--- src/rtl/perf_counter_sampler_pkg.sv ---
// rtl/perf_counter_sampler_pkg.sv - shared record type, FSM states and counter indices for the sampler
package perf_counter_sampler_pkg;

  // Counter-file indices of the default sweep window
  localparam logic [4:0] IDX_L1_ICACHE_MISS = 5'd3;
  localparam logic [4:0] IDX_IF_EMPTY       = 5'd16;

  typedef struct packed {
    logic [4:0]  idx;
    logic [63:0] data;
    logic        last;
    logic [15:0] seq;
  } perf_sample_t;

  typedef enum logic {
    IDLE  = 1'b0,
    SWEEP = 1'b1
  } perf_sampler_state_e;

endpackage

--- src/rtl/perf_sample_fifo.sv ---
// rtl/perf_sample_fifo.sv - synchronous record FIFO with registered storage and full/empty flags
module perf_sample_fifo
  import perf_counter_sampler_pkg::*;
#(
  parameter int DEPTH = 4
) (
  input  logic         clk_i,
  input  logic         rst_i,
  input  logic         push_i,
  input  perf_sample_t data_i,
  input  logic         pop_i,
  output perf_sample_t data_o,
  output logic         full_o,
  output logic         empty_o
);

  localparam int AW = $clog2(DEPTH);

  perf_sample_t mem_q [DEPTH];
  perf_sample_t mem_d [DEPTH];
  logic [AW:0]  wptr_q, wptr_d;
  logic [AW:0]  rptr_q, rptr_d;
  logic         do_push, do_pop;

  // Occupancy from pointers (extra MSB separates full from empty); a pop frees room for a same-cycle push
  always_comb begin
    empty_o = (wptr_q == rptr_q);
    full_o  = (wptr_q[AW] != rptr_q[AW]) && (wptr_q[AW-1:0] == rptr_q[AW-1:0]);
    do_pop  = pop_i && !empty_o;
    do_push = push_i && (!full_o || do_pop);
    mem_d   = mem_q;
    wptr_d  = wptr_q;
    rptr_d  = rptr_q;
    if (do_push) begin
      mem_d[wptr_q[AW-1:0]] = data_i;
      wptr_d                = wptr_q + 1'b1;
    end
    if (do_pop) begin
      rptr_d = rptr_q + 1'b1;
    end
    data_o = mem_q[rptr_q[AW-1:0]];
  end

  // Storage and pointers; reset empties the FIFO and zeroes every entry
  always_ff @(posedge clk_i) begin
    if (rst_i) begin
      mem_q  <= '{default: '0};
      wptr_q <= '0;
      rptr_q <= '0;
    end else begin
      mem_q  <= mem_d;
      wptr_q <= wptr_d;
      rptr_q <= rptr_d;
    end
  end

endmodule

--- src/rtl/perf_counter_sampler.sv ---
// rtl/perf_counter_sampler.sv - timer/sw triggered perf counter sweeper; PERF_SAMPLER_DELTA_EN selects delta records
module perf_counter_sampler
  import perf_counter_sampler_pkg::*;
#(
  parameter logic [4:0] FIRST_IDX  = IDX_L1_ICACHE_MISS,
  parameter logic [4:0] LAST_IDX   = IDX_IF_EMPTY,
  parameter int         FIFO_DEPTH = 4
) (
  input  logic        clk_i,
  input  logic        rst_i,
  input  logic        enable_i,
  input  logic        debug_mode_i,
  input  logic [31:0] period_i,
  input  logic        sw_trigger_i,
  output logic [4:0]  perf_addr_o,
  input  logic [63:0] perf_data_i,
  output logic        rec_valid_o,
  input  logic        rec_ready_i,
  output logic [4:0]  rec_idx_o,
  output logic [63:0] rec_data_o,
  output logic        rec_last_o,
  output logic [15:0] rec_seq_o,
  output logic        busy_o,
  output logic [15:0] overrun_o
);

  localparam int N = int'(LAST_IDX) - int'(FIRST_IDX) + 1;

  perf_sampler_state_e state_q, state_d;
  logic [31:0]         timer_q, timer_d;
  logic [4:0]          idx_q, idx_d;
  logic                pending_q, pending_d;
  logic [15:0]         seq_q, seq_d;
  logic [15:0]         overrun_q, overrun_d;

  logic         timer_fire, trigger, start, can_push, push, sweep_done;
  logic         fifo_full, fifo_empty;
  perf_sample_t rec_in, rec_out;

`ifdef PERF_SAMPLER_DELTA_EN
  localparam int SW = (N > 1) ? $clog2(N) : 1;
  logic [63:0]   snap_q [N];
  logic [63:0]   snap_d [N];
  logic [SW-1:0] slot;
`endif

  // Trigger qualification and push handshake; a full FIFO still accepts when the consumer pops this cycle
  always_comb begin
    timer_fire = enable_i && (period_i != 32'd0) && (timer_q == period_i - 32'd1);
    trigger    = enable_i && (timer_fire || sw_trigger_i);
    start      = (state_q == IDLE) && (trigger || pending_q) && !debug_mode_i;
    can_push   = !fifo_full || rec_ready_i;
    push       = (state_q == SWEEP) && can_push;
    sweep_done = push && (idx_q == LAST_IDX);
  end

  // Next-state logic
  always_comb begin
    state_d = state_q;
    case (state_q)
      IDLE:    if (start) state_d = SWEEP;
      SWEEP:   if (sweep_done) state_d = IDLE;
      default: state_d = IDLE;
    endcase
  end

  // Datapath and outputs: timer, sweep index, trigger bookkeeping, record assembly
  always_comb begin
    timer_d = (!enable_i || (period_i == 32'd0) || timer_fire) ? 32'd0 : timer_q + 32'd1;

    idx_d = idx_q;
    if (start) begin
      idx_d = FIRST_IDX;
    end else if (push && !sweep_done) begin
      idx_d = idx_q + 5'd1;
    end

    seq_d = sweep_done ? seq_q + 16'd1 : seq_q;

    // A trigger that cannot start a sweep is remembered once; further ones are counted as dropped
    pending_d = pending_q;
    overrun_d = overrun_q;
    if (start) begin
      pending_d = 1'b0;
    end else if (trigger) begin
      if (!pending_q) begin
        pending_d = 1'b1;
      end else if (overrun_q != 16'hFFFF) begin
        overrun_d = overrun_q + 16'd1;
      end
    end

    perf_addr_o = (state_q == SWEEP) ? idx_q : FIRST_IDX;
    busy_o      = (state_q == SWEEP);

    rec_in.idx  = idx_q;
    rec_in.last = (idx_q == LAST_IDX);
    rec_in.seq  = seq_q;
`ifdef PERF_SAMPLER_DELTA_EN
    // Snapshots start at zero, so the first sweep after reset reports raw values
    slot        = SW'(idx_q - FIRST_IDX);
    rec_in.data = perf_data_i - snap_q[slot];
    snap_d      = snap_q;
    if (push) begin
      snap_d[slot] = perf_data_i;
    end
`else
    rec_in.data = perf_data_i;
`endif
  end

  // State register and all control flops
  always_ff @(posedge clk_i) begin
    if (rst_i) begin
      state_q   <= IDLE;
      timer_q   <= '0;
      idx_q     <= '0;
      pending_q <= 1'b0;
      seq_q     <= '0;
      overrun_q <= '0;
    end else begin
      state_q   <= state_d;
      timer_q   <= timer_d;
      idx_q     <= idx_d;
      pending_q <= pending_d;
      seq_q     <= seq_d;
      overrun_q <= overrun_d;
    end
  end

`ifdef PERF_SAMPLER_DELTA_EN
  // Per-counter snapshot of the last value pushed
  always_ff @(posedge clk_i) begin
    if (rst_i) begin
      snap_q <= '{default: '0};
    end else begin
      snap_q <= snap_d;
    end
  end
`endif

  perf_sample_fifo #(
    .DEPTH (FIFO_DEPTH)
  ) u_fifo (
    .clk_i   (clk_i),
    .rst_i   (rst_i),
    .push_i  (push),
    .data_i  (rec_in),
    .pop_i   (rec_ready_i),
    .data_o  (rec_out),
    .full_o  (fifo_full),
    .empty_o (fifo_empty)
  );

  assign rec_valid_o = !fifo_empty;
  assign rec_idx_o   = rec_out.idx;
  assign rec_data_o  = rec_out.data;
  assign rec_last_o  = rec_out.last;
  assign rec_seq_o   = rec_out.seq;
  assign overrun_o   = overrun_q;

endmodule

--- config.mk ---
export PLATFORM = sky130hd
export DESIGN_NAME = perf_counter_sampler
export DESIGN_NICKNAME = d
export VERILOG_FILES = /design/src/rtl/perf_counter_sampler_pkg.sv /design/src/rtl/perf_sample_fifo.sv /design/src/rtl/perf_counter_sampler.sv
export SDC_FILE = /design/constraint.sdc
export NUM_CORES = 1
export LEC_CHECK = 0
export ABC_CLOCK_PERIOD_IN_PS = 3290
export BUFFER_PORTS_ARGS = -buffer_cell sky130_fd_sc_hd__buf_4
export CAP_MARGIN = 40
export CORE_UTILIZATION = 50
export CTS_BUF_LIST = sky130_fd_sc_hd__clkbuf_4 sky130_fd_sc_hd__clkbuf_8
export CTS_CLUSTER_SIZE = 20
export DETAILED_ROUTE_END_ITERATION = 7
export GPL_TIMING_DRIVEN = 0
export PLACE_DENSITY_LB_ADDON = 0.3
export SYNTH_ARGS = -nofsm -noshare
export SYNTH_HDL_FRONTEND = slang
export SYNTH_SLANG_ARGS = --single-unit
--- constraint.sdc ---
create_clock -name clk_i -period 3.29 [get_ports clk_i]
set_input_delay 0.4935 -clock clk_i [delete_from_list [all_inputs] [get_ports clk_i]]
set_output_delay 0.4935 -clock clk_i [all_outputs]
set_load 0.05 [all_outputs]
Word level (Yosys, flattened, before mapping) --
Cells that the tools add are included.
Word-level totals: bits in registers 421, output and inout bits 109, word-level logic and storage cells 86
Operators by class: $add $sub $neg 7, order comparisons 3, eq/ne operators 6, mux-type cells 12, bitwise logic cells 4, reductions and logical operators 29
Operators by type and width (number):
- $bwmux W344 | 1
- $mux W86 | 3
- $bmux W86 S2 | 1
- $demux W86 S2 | 1
- $add A16 B1 Y16 const B | 2
- $add A32 B1 Y32 const B | 1
- $eq A32 B32 Y1 | 1
- $logic_not A32 Y1 | 1
- $reduce_bool A32 Y1 | 1
- $sub A32 B1 Y32 const B | 1
- $ne A16 B16 Y1 const B | 1
- $logic_and A1 B1 Y1 | 12
- $add A3 B1 Y3 const B | 2
- $ge A3 B3 Y1 const B | 2
- $logic_or A1 B1 Y1 | 6
- $not A2 Y3 | 2
- $add A5 B1 Y5 const B | 1
- $eq A5 B5 Y1 const B | 1
- $logic_not A1 Y1 | 5
- $mux W5 | 1
- $mux W2 | 2
- $reduce_and A4 Y1 | 1
- $reduce_or A2 Y1 | 2
- $eq A3 B3 Y1 | 1
- other kinds (7) | 9

Longest topological paths before layout --
word-level depth 10, gate-level depth with buffers 12, depth with buffers taken out 11

By module --
A second synthesis with hierarchy kept.
Second synthesis, totals: cell total of the unflattened synthesis 1907, area total of the unflattened synthesis 20188.1 µm²
By module, submodules not included:
- perf_sample_fifo | instances 1, cells each 1359, area an instance 15783.9 µm²
- perf_counter_sampler | instances 1, cells each 548, area an instance 4404.2 µm²

Worst setup path before layout --
No wires, ideal clock.
path kind input to register, from input port period_i[2], to register overrun_q[7], in the netlist overrun_o[7], data arrival time 3.303 ns, data required time 3.167 ns, path slack -0.136 ns, stages 10, path buffers 1, cell sequence nor3_2 > nand2_1 > or3_1 > or4_1 > a221o_1 > nor4_4 > nand3_2 > buf_6 > a21oi_2 > mux2_1
Between the ends: longest elaborated chain between the ends 10, elaborated cells on any way between the ends 12, classes of those cells 1 x add/sub; 1 x eq/ne; 1 x bitwise; 9 x reduce/logical
Ends and longest elaborated chain:
- start: declaration | line perf_counter_sampler.sv:13 | input logic [31:0] period_i,
- $sub A32 B1 Y32 / $reduce_bool A32 Y1 (equally long branches) | line perf_counter_sampler.sv:49 | timer_fire = enable_i && (period_i != 32'd0) && (timer_q == period_i - 32'd1);
- $eq A32 B32 Y1 / $logic_and A1 B1 Y1 (equally long branches) | line perf_counter_sampler.sv:49
- $logic_and A1 B1 Y1 * | line perf_counter_sampler.sv:49
- $logic_or A1 B1 Y1 * | line perf_counter_sampler.sv:50 | trigger = enable_i && (timer_fire || sw_trigger_i);
- $logic_and A1 B1 Y1 * | line perf_counter_sampler.sv:50
- $logic_or A1 B1 Y1 | line perf_counter_sampler.sv:51 | start = (state_q == IDLE) && (trigger || pending_q) && !debug_mode_i;
- $logic_and A1 B1 Y1 (2 in series) | line perf_counter_sampler.sv:51
- $not A1 Y1 (no source line)
- $reduce_and A4 Y1 (no source line) *
- end signal: assignment | line perf_counter_sampler.sv:127 | overrun_q <= overrun_d;
- end: declaration | line perf_counter_sampler.sv:34 | logic [15:0] overrun_q, overrun_d;
Mark *: on every way between the ends. The rest lies on a longest branch, timed or not. A chain may end at the register's enable or synchronous reset.

Worst setup path after layout --
from register u_fifo.rptr_q[1], to output port rec_data_o[60]
Between the ends: longest elaborated chain between the ends 4
Ends and longest elaborated chain:
- start: declaration | line perf_sample_fifo.sv:22 | logic [AW:0] rptr_q, rptr_d;
- start signal: assignment | line perf_sample_fifo.sv:53 | rptr_q <= rptr_d;
- $not A2 Y3 (implied by the code) | line perf_sample_fifo.sv:41 | data_o = mem_q[rptr_q[AW-1:0]];
- $bmux W86 S2 | line perf_sample_fifo.sv:41
- $mux W86 (implied by the code) (2 in series) | line perf_sample_fifo.sv:41
- end: declaration | line perf_counter_sampler.sv:20 | output logic [63:0] rec_data_o,
Every way passes these cells. The select of a mux whose other input is x is not followed.

==> qor_table.md <==
| Group | Metric | Reported |
|:---|:---|:---|
| run status | Outcome | finished clean |
| logic synthesis | Number of unique standard cell types used by synthesis | 54 |
| critical path | Critical path's slowest cell | clkbuf_2 |
| hold path | Worst Min Path Start | perf_data_i[40] |
| power | Power density over the cells | 503 nW/µm² |
| final layout | Final nets | 2599 |
| critical path | Reg2reg setup slack | 170 ps |
| place | Final GP Congestion | 0.891 |
| die | Chip Height | 194 µm |
| logic synthesis | Avg Cell Area, Syn | 8.43 µm² |
| drt | Drt first-iter violations | 1253 |
| drt | Via count | 16943 |
| logic synthesis | Top post-synthesis cells by area | dfxtp_1 46%, nand2_1 15%, mux4_2 10% |
| place | Cell Area, Placed | 20800 µm² |
| cts | Bufs on Longest Clock Path | 3 |
| power | Clock Power Share | 43.0% |
| logic synthesis | Share of the synthesized area in the top cell type | 45.5% |
| die | Area of the die | 37800 µm² |
| critical path | Worst reg2reg endpoint | u_fifo.mem_q[142]$_SDFFE_PP0P_ |
| cts | CTS tree | done |
| drt | Via density per instance | 5.66 |
| timing | Min Tclk post-route | 3230 ps |
| drt | Routed len/inst | 18.3 µm |
| drt | Post-Route WL | 54900 µm |
| cts | Clock latency of the later-clocked register in the worst-skew pair | 630 ps |
| hold path | Min-Delay Path Class | input port to register |
| global routing | Global-route total usage across every layer | 28.7% |
| run | Number of maximum-capacitance violations | 0 |
| logic synthesis | Syn Std Cell Area | 18500 µm² |
| final layout | Antenna Cells | 0 |
| final layout | Final non-filler cell area | 22300 µm² |
| final layout | Fill cell instance count of the final layout | 3182 |
| global routing | Antenna violations before repair | 1 |
| logic synthesis | Synthesis-stage register bit count | 421 |
| die | Area of the core | 36500 µm² |
| critical path | Data arrival time at the worst-slack endpoint | 2730 ps |
| timing | Number of failing hold endpoints at the final stage | 0 |
| drt | Post-route DRC | 0 |
| critical path | CP Cell Sequence | clkbuf_1, clkbuf_2, clkbuf_2, mux4_2, buf_4 |
| cts | Clock sinks | 421 |
| global routing | Pin count of the biggest net entering global routing | 15 |
| hold path | Depth of the worst hold-timing path | 3 |
| critical path | Required time of the critical path | 2800 ps |
| critical path | Cell type with the highest occurrence count on the critical path | clkbuf_2 |
| critical path | Number of cells traversed by the worst register-to-register path | 9 |
| final layout | Sequential standard cell area | 8430 µm² |
| place | Post-detail-place hpwl | 38100 µm |
| place | # port buffers | 209 |
| timing | Total negative slack for setup checks | 0 ps |
| final layout | Layout area overhead | 20.2% |
| die | Site Rows | 70 |
| logic synthesis | Part of the Yosys area used for sequential elements | 45.5% |
| timing | Final count of negative-setup-slack endpoints | 0 |
| critical path | Slowest cell delay on critical path | 410 ps |
| critical path | CP max FO | 10 |
| logic synthesis | Proportion of register bits with asynchronous set or reset after synthesis | 0% |
| final layout | Share of final-layout standard cells stronger than drive strength 1 | 18.4% |
| power | Cell Int Power | 8.31 mW |
| cts | Maximum level of the CTS H-tree | 3 |
| timing | Worst clock skew on the final layout | 19.3 ps |
| power | Leakage component of the power | 7.73 nW |
| logic synthesis | Cell count after synthesis | 2196 |
| hold path | Endpoint with the worst hold slack | u_fifo.mem_q[143]$_SDFFE_PP0P_ |
| timing | Final worst setup slack | 61.7 ps |
| final layout | Post-route non-filler standard cell count | 2995 |
| power | Worst vdd rail ir drop | 0.343 mV |
| drt | Number of nets with antenna violations after detailed routing | 0 |
| power | Switching power share of the total | 25.7% |
| place | Number of instances in the placed design | 2880 |
| logic synthesis | Dominant cell type by area after synthesis | dfxtp_1 |
| final layout | Area used by multi-input combinational logic | 9450 µm² |
| critical path | CP endpoint kind | primary output |
| global routing | First-pass GRT wire length | 86600 µm |
| die | Initial Util | 50.7% |
| drt | First-pass DRT Iterations | 6 |
| die | Width of the die | 194 µm |
| timing | Maximum achievable frequency | 310 MHz |
| timing | Number of pins exceeding their max-slew limit in the final report | 0 |
| logic synthesis | Syn nets | 2309 |
| critical path | Critical path start-end classification | register to primary output |
| cts | Clock input transition at the sequential cells of the worst setup and hold paths | 60 ps |
| timing | Setup repair after global routing missed its margin | true |
| cts | Clock buffers created by TritonCTS | 71 |
| power | Combinational share of power | 10.6% |
| die | Number of top-level pins | 211 |
| logic synthesis | Warning count from the yosys run | 0 |
| cts | Root buf cell | clkbuf_8 |
| place | Pre-CTS setup slack | -617 ps |
| critical path | Nature of the critical path startpoint | register |
| power | Proportion of power drawn by flip-flops and latches | 46.4% |
| global routing | Via count of the first global-routing pass | 16616 |
| timing | Final period util | 98.1% |
| critical path | Start point of the critical path | u_fifo.rptr_q[1]$_SDFFE_PP0P_ |
| logic synthesis | Number of flops mapped to enable cells by yosys | 0 |
| power | Switching component of the power | 2.88 mW |
| logic synthesis | Primary flip-flop cell chosen by synthesis mapping | dfxtp_1 |
| global routing | Gr ovfl total | 0 |
| timing | Worst max-slew margin expressed relative to the limit | 43.0% |
| critical path | Reg-to-Reg Start | u_fifo.rptr_q[1]$_SDFFE_PP0P_ |
| timing | Worst Max-Slew Pin Slew | 855 ps |
==> critical path, delay by kind of cell, from the launching register on <==
family | cells | cell delay [ps]
muxes | 1 | 410
DFF | 1 | 330
buffers and inverters | 4 | 1380
==> sequential cells by signal, summed over array words and instances, names as in the netlist <==
name / flops
idx_q: 5
u_fifo.wptr_q: 3
u_fifo.rptr_q: 3
seq_q: 16
overrun_o: 16
timer_q: 32
busy_o: 1
u_fifo.mem_q: 344
pending_q: 1
==> layout by cell type, fill, tap and decap left out, types with 11 or more instances in the layout <==
master and instances:
nand4_1 19, nor3_1 16, nor2b_1 22, xnor2_1 47
nor2_1 90, nand2_1 724, clkbuf_1 124, clkbuf_8 85
buf_1 14, buf_4 212, xor2_1 48, a21oi_1 360
ha_1 11, mux4_2 86, mux2_1 16, and3_1 12
and2_1 11, clkbuf_2 18, inv_1 14, nor4_1 13
clkbuf_4 22, nand3_1 31, dfxtp_1 421
==> power groups by stage <==
stage                     clock network (mW)  registers, mW  logic, mW
after floorplan                            0           5.29      0.706
after global placement                     0           5.30       1.12
after detailed placement                   0           5.30       1.17
after CTS                               4.86           5.19       1.18
after global routing                    5.09           5.20       1.26
final                                   4.82           5.19       1.18
==> metal layers <==
layer  GRT usage, %  vias to the layer above  wire length, µm
li1               -                     7987                -
met1           36.4                     8132            22100
met2           47.6                      691            26700
met3           5.54                      131             4330
met4           12.2                        2             1820
met5              0                        -               12
==> cells by family (layout without fill, tap and decap cells) <==
logic type	Yosys count	in the layout	share of synthesized area, %
simple gates	985	985	22.5
flops	421	421	45.5
compound gates	402	402	11.5
buf+inv	175	506	3.59
mux	107	107	11.7
xor+xnor	95	95	4.49
fa+ha+maj	11	11	0.743
==> cells in the mapped netlist, drive strengths merged (8+ instances only) <==
| cell | number |
|---|---|
| nand2 | 725 |
| dfxtp | 421 |
| a21oi | 370 |
| clkbuf | 142 |
| nor2 | 90 |
| mux4 | 86 |
| xor2 | 48 |
| xnor2 | 47 |
| nand3 | 32 |
| nor2b | 22 |
| nand4 | 20 |
| buf | 19 |
| nor4 | 18 |
| nor3 | 17 |
| mux2 | 16 |
| inv | 14 |
| and2 | 12 |
| and3 | 12 |
| ha | 11 |
| or3 | 10 |
| o21ai | 8 |
==> worst max-delay path by stage <==
stage	endpoint	slack (ps)	cells after the start
finish	rec_data_o[60]	60	5
floorplan	overrun_o[10]$_SDFFE_PP0P_	-50	10
detailed placement	timer_q[30]$_SDFF_PP0_	-620	11
global placement	timer_q[28]$_SDFF_PP0_	-560	11
CTS	rec_data_o[45]	30	6
global route	timer_q[15]$_SDFF_PP0_	-20	11
==> through the flow <==
stage               hold WS (ps)  util, %  power, mW
finish                       135     60.9       11.2
detailed placement           444     56.9       6.47
global placement             438     56.6       6.42
floorplan                    433        -       6.00
global route                 129     60.9       11.6
CTS                          116     60.8       11.2
==> repair_timing <==
action,in CTS,in global routing
resized for setup,12,26
setup buffers,0,2
endpoints found under the setup margin,66,177
hold buffers,0,0
pin swaps,0,4
==> area by class of cell <==
type / instances / area share (%)
multi-input combinational: 1600 / 42.5
sequential: 421 / 37.9
timing repair buffer: 219 / 7.53
clock buffer: 107 / 6.00
buffer: 159 / 2.84
tap: 468 / 2.63
clock inverter: 7 / 0.422
inverter: 14 / 0.236
No activity file was read; power rests on OpenSTA's default activity.
